File: config.mk
export PLATFORM = sky130hd
export DESIGN_NAME = raster_timing_gen
export DESIGN_NICKNAME = d
export VERILOG_FILES = /design/src/rtl/raster_timing_gen.sv
export SDC_FILE = /design/constraint.sdc
export NUM_CORES = 1
export LEC_CHECK = 0
export BUFFER_PORTS_ARGS = -buffer_cell sky130_fd_sc_hd__buf_2
export CAP_MARGIN = 40
export CORE_MARGIN = 5
export CORE_UTILIZATION = 40
export DETAILED_ROUTE_END_ITERATION = 8
export HOLD_SLACK_MARGIN = 0.12
export SETUP_SLACK_MARGIN = 0.05
export SLEW_MARGIN = 20
export SYNTH_ARGS = -nofsm -noshare
export SYNTH_HDL_FRONTEND = slang
export SYNTH_SLANG_ARGS = --single-unit
export TNS_END_PERCENT = 1
File: constraint.sdc
create_clock -name i_clk -period 2.65 [get_ports i_clk]
set_input_delay 0.1325 -clock i_clk [delete_from_list [all_inputs] [get_ports i_clk]]
set_output_delay 0.1325 -clock i_clk [all_outputs]
set_load 0.02 [all_outputs]
File: src/rtl/raster_timing_gen.sv
// raster_timing_gen: raster scan counters, compositor strobe and registered display pins
module raster_timing_gen #(
  parameter int unsigned H_ACTIVE   = 640,
  parameter int unsigned H_FP       = 16,
  parameter int unsigned H_SYNC     = 96,
  parameter int unsigned H_BP       = 48,
  parameter int unsigned V_ACTIVE   = 480,
  parameter int unsigned V_FP       = 10,
  parameter int unsigned V_SYNC     = 2,
  parameter int unsigned V_BP       = 33,
  parameter bit          H_SYNC_POL = 1'b0,
  parameter bit          V_SYNC_POL = 1'b0,
  parameter logic [23:0] BG_COLOR   = 24'h000000
) (
  input  logic        i_clk,
  input  logic        i_rst,
  input  logic        i_pix_ce,
  output logic [15:0] o_x,
  output logic [15:0] o_y,
  output logic        o_v_sync,
  input  logic [7:0]  i_red,
  input  logic [7:0]  i_green,
  input  logic [7:0]  i_blue,
  input  logic        i_sprite_hit,
  output logic        o_hsync,
  output logic        o_vsync,
  output logic        o_de,
  output logic [7:0]  o_red,
  output logic [7:0]  o_green,
  output logic [7:0]  o_blue,
  output logic [15:0] o_frame
);
  localparam logic [15:0] HA  = 16'(H_ACTIVE);
  localparam logic [15:0] HS0 = 16'(H_ACTIVE + H_FP);
  localparam logic [15:0] HS1 = 16'(H_ACTIVE + H_FP + H_SYNC);
  localparam logic [15:0] HT1 = 16'(H_ACTIVE + H_FP + H_SYNC + H_BP - 1);
  localparam logic [15:0] VA  = 16'(V_ACTIVE);
  localparam logic [15:0] VS0 = 16'(V_ACTIVE + V_FP);
  localparam logic [15:0] VS1 = 16'(V_ACTIVE + V_FP + V_SYNC);
  localparam logic [15:0] VT1 = 16'(V_ACTIVE + V_FP + V_SYNC + V_BP - 1);
  logic [15:0] h_q, h_d, v_q, v_d, frame_q, frame_d;
  logic        de_q, de_d, hs_q, hs_d, vs_q, vs_d;
  logic [23:0] rgb_q, rgb_d;
  logic        act, h_end, v_end;
  // next counters and display pins, decoded from the pre-increment position
  always_comb begin
    h_end   = h_q == HT1;
    v_end   = v_q == VT1;
    act     = h_q < HA && v_q < VA;
    h_d     = i_pix_ce ? (h_end ? '0 : h_q + 16'd1) : h_q;
    v_d     = i_pix_ce && h_end ? (v_end ? '0 : v_q + 16'd1) : v_q;
    frame_d = i_pix_ce && h_end && v_end ? frame_q + 16'd1 : frame_q;
    de_d    = i_pix_ce ? act : de_q;
    hs_d    = i_pix_ce ? ((h_q >= HS0 && h_q < HS1) == H_SYNC_POL) : hs_q;
    vs_d    = i_pix_ce ? ((v_q >= VS0 && v_q < VS1) == V_SYNC_POL) : vs_q;
    rgb_d   = i_pix_ce ? (act ? (i_sprite_hit ? {i_red, i_green, i_blue} : BG_COLOR) : '0) : rgb_q;
  end
  // state registers; reset wins over the pixel enable
  always_ff @(posedge i_clk) begin
    if (i_rst) begin
      h_q     <= '0;
      v_q     <= '0;
      frame_q <= '0;
      de_q    <= 1'b0;
      hs_q    <= !H_SYNC_POL;
      vs_q    <= !V_SYNC_POL;
      rgb_q   <= '0;
    end else begin
      h_q     <= h_d;
      v_q     <= v_d;
      frame_q <= frame_d;
      de_q    <= de_d;
      hs_q    <= hs_d;
      vs_q    <= vs_d;
      rgb_q   <= rgb_d;
    end
  end
  assign o_x      = h_q;
  assign o_y      = v_q;
  assign o_v_sync = h_q == '0 && v_q == VA;
  assign o_hsync  = hs_q;
  assign o_vsync  = vs_q;
  assign o_de     = de_q;
  assign {o_red, o_green, o_blue} = rgb_q;
  assign o_frame  = frame_q;
endmodule

==> summary.txt <==
Timing
  • Accumulated negative setup slack: 0 ns
  • Final hold vios: 0
  • Final period util: 0.936
  • RSZ-0062 raised after global routing: no
  • Crit path time final: 2.48 ns
  • Skew final: 0.0154 ns
  • Max Slew Vio Count: 0
  • Final setup fails: 0
  • Slew @ Worst Pin: 0.614 ns
  • F_max: 403 MHz
  • Worst relative slew slack: 0.585

Finish
  • Area of the multi-input gates: 1770 um^2
  • Final Core Density: 0.554
  • Nets@finish: 542
  • Reg area: 1500 um^2
  • P&R area growth vs syn: 33.7%
  • Antenna Cells: 0
  • Finished Layout Cells: 619
  • Fill cells: 762
  • Design area: 4580 um^2
  • Layout cell share with drive strength beyond 1: 0.296

Placement
  • IO Port Bufs: 103
  • Placed inst area: 4090 um^2
  • Placed cell count: 577
  • RePlAce Congestion: 0.789
  • Hpwl dp: 6380 um

Worst setup path
  • WP data arrival: 2.72 ns
  • Critical Path RT: 2.89 ns
  • Crit. End Element: flip-flop
  • Crit path max fanout: 12
  • Crit path kind: reg -> reg
  • CP startpoint kind: flip-flop

Detailed routing
  • Detailed router's first-iteration violation count: 93
  • Post-DR wirelength/cell: 15.8 um
  • DR vias/cell: 5.51
  • Total wire length: 9770 um
  • # DRC: 0
  • Drt pass-1 iters: 4
  • Vias: 3,410
  • Final ANT Viol Nets: 0

Synth
  • Asr flop ratio synth: 0
  • Syn Std Cell Area: 3420 um^2
  • Cell count after synthesis: 379
  • Synth Flop Type: dfxtp_1
  • Synth Net Count: 412
  • Synthesized area per cell: 9.03 um^2
  • Seq/Total Area, Yosys: 0.439
  • Post-synth cell types: 41
  • Top cells by area, synth: dfxtp_1 44%, a22o_1 6.1%, a21oi_1 4.1%
  • Synth Warn #: 0
  • Post-synth EDFFs: 0
  • Flops & latches, synth: 75
  • Post-synth top area share: 0.439
  • Post-synth top area cell: dfxtp_1

Clock tree
  • Clk buf depth: 2
  • Clock Latency Late Sink: 0.35 ns
  • Clock sinks: 75
  • Clk slew on worst S/H paths: 0.08 ns
  • CTS buffer count: 9
  • CTS tree: yes
  • Clk Tree Root Cell: clkbuf_8
  • H-tree Lvls: 3
  • Post-CTS setup-driven buffer insertion count: 0

Floorplanning
  • Die X: 102 um
  • Total I/O pin count: 104
  • Initial Util: 0.414
  • Rows: 33
  • DIE HEIGHT: 102 um
  • Core area: 8260 um^2
  • Die Area: 10,500 um^2

Power and ir drop
  • Lkg Pwr: 1.92 nW
  • Power Dens Cells: 505 nW/um^2
  • Worst vdd ir: 291 uV

Global routing
  • Largest net degree at the start of global routing: 48
  • Number of global-route vias before repair: 3,188
  • First-pass GRT wire length: 15,300 um
  • Gr ovfl total: 0
  • Initial antenna violation count: 0
  • GRT Overall Usage: 0.181

Hold path
  • Worst hold path class: in -> reg

Run
  • Max-cap violations: 0

Outcome
  • Status: completed
sequential cells by signal, indices dropped and copies added, names as in the netlist:
signal   count
o_vsync      1
o_de         1
o_frame     16
o_x         16
o_hsync      1
o_y         16
rgb_q       24
Yosys cell counts (3+ instances only):
cell type  count
xnor2_1        6
nor3_1         8
and4_1         8
nor4_1         9
nand3_1       17
clkbuf_1      20
xor2_1         6
o21ai_0       12
inv_1          9
ha_1           5
nor2b_1        5
and3_1         5
dfxtp_1       75
a21oi_1       28
or3_1         12
nand4_1       20
a22o_1        24
mux2_2         4
or4_4          4
nor2_1        24
o31ai_1       17
buf_2          3
nand2_1       16
buf_6          4
or4_1         17
cell usage in the layout (no fill, tap or decap), drive strengths merged, types with 2 or more instances in the layout:
cell type,n
dlygate4sd3,24
nand3,17
nand2,16
a21oi,30
nor2,24
buf,122
and3,5
o31ai,17
a22o,24
xnor2,6
xor2,6
or3,12
and2,2
nor4,9
nor3,8
nand4,20
dfxtp,75
inv,9
bufinv,2
clkbuf,10
or4,23
clkinv,2
nor4bb,2
mux2,4
o41ai,2
o21ai,13
and4,8
clkinvlp,2
nor2b,5
ha,5
metrics by stage:
stage / power, mW / setup WS, ns / hold WS [ns]
2_1_floorplan: 1.25 / 0.149 / 0.258
3_3_place_gp: 1.31 / 0.138 / 0.342
3_5_place_dp: 1.31 / 0.0982 / 0.345
4_1_cts: 2.33 / 0.0773 / 0.204
5_1_grt: 2.40 / 0.0590 / 0.244
6_report: 2.31 / 0.170 / 0.221
worst max-delay path, stage by stage (launching register included):
cell and delay (ns):
dfxtp_1 0.34, or4_1 0.66, or4_4 0.67, nor4_1 0.34
mux2_2 0.36
what timing repair did:
item / 4_1_cts / 5_1_grt
hold endpoints to repair: 24 / 0
gates resized for setup: 0 / 3
setup endpoints to repair: 0 / 22
hold buffers: 24 / 0
area by class of cell:
| cell class | count | share of cell area |
|---|---|---|
| clock buffers | 10 | 0.0301 |
| clock inverters | 6 | 0.0194 |
| inverters | 9 | 0.00738 |
| multi-input cells | 268 | 0.387 |
| flip-flops and latches | 75 | 0.328 |
| well taps | 105 | 0.0287 |
| repair buffers | 146 | 0.199 |
cell families after synthesis:
| logic type | share of synthesized area |
|---|---|
| adders and majority gates | 0.0183 |
| muxes | 0.0161 |
| and+or+nand+nor | 0.263 |
| AOI/OAI and AO/OA | 0.182 |
| buffers and inverters | 0.0516 |
| DFF | 0.439 |
| xor gates and xnor gates | 0.0307 |
path summary, 6_finish.rpt:
path / depth (start not counted) / from / slack, ns / to
max: 4 / o_x[15] / 0.17 / o_frame[12]
min: 2 / i_rst / 0.22 / o_x[4]
max reg2reg: 4 / o_x[15] / 0.17 / o_frame[12]
min reg2reg: 1 / rgb_q[3] / 0.48 / rgb_q[3]
power breakdown:
group	internal [mW]	switching, mW
clock network	0.556	0.442
logic	0.0768	0.0804
registers	1.14	0.0125
total	1.78	0.535
routing by layer:
layer / routed length, um / vias up / global-route usage
met1: 4500 / 1567 / 0.244
met3: 832 / 15 / 0.0548
met4: 146 / 0 / 0.0727
met2: 4290 / 118 / 0.271
li1: - / 1710 / -
met5: 0 / - / 0
(Power assumes the default switching activity.)
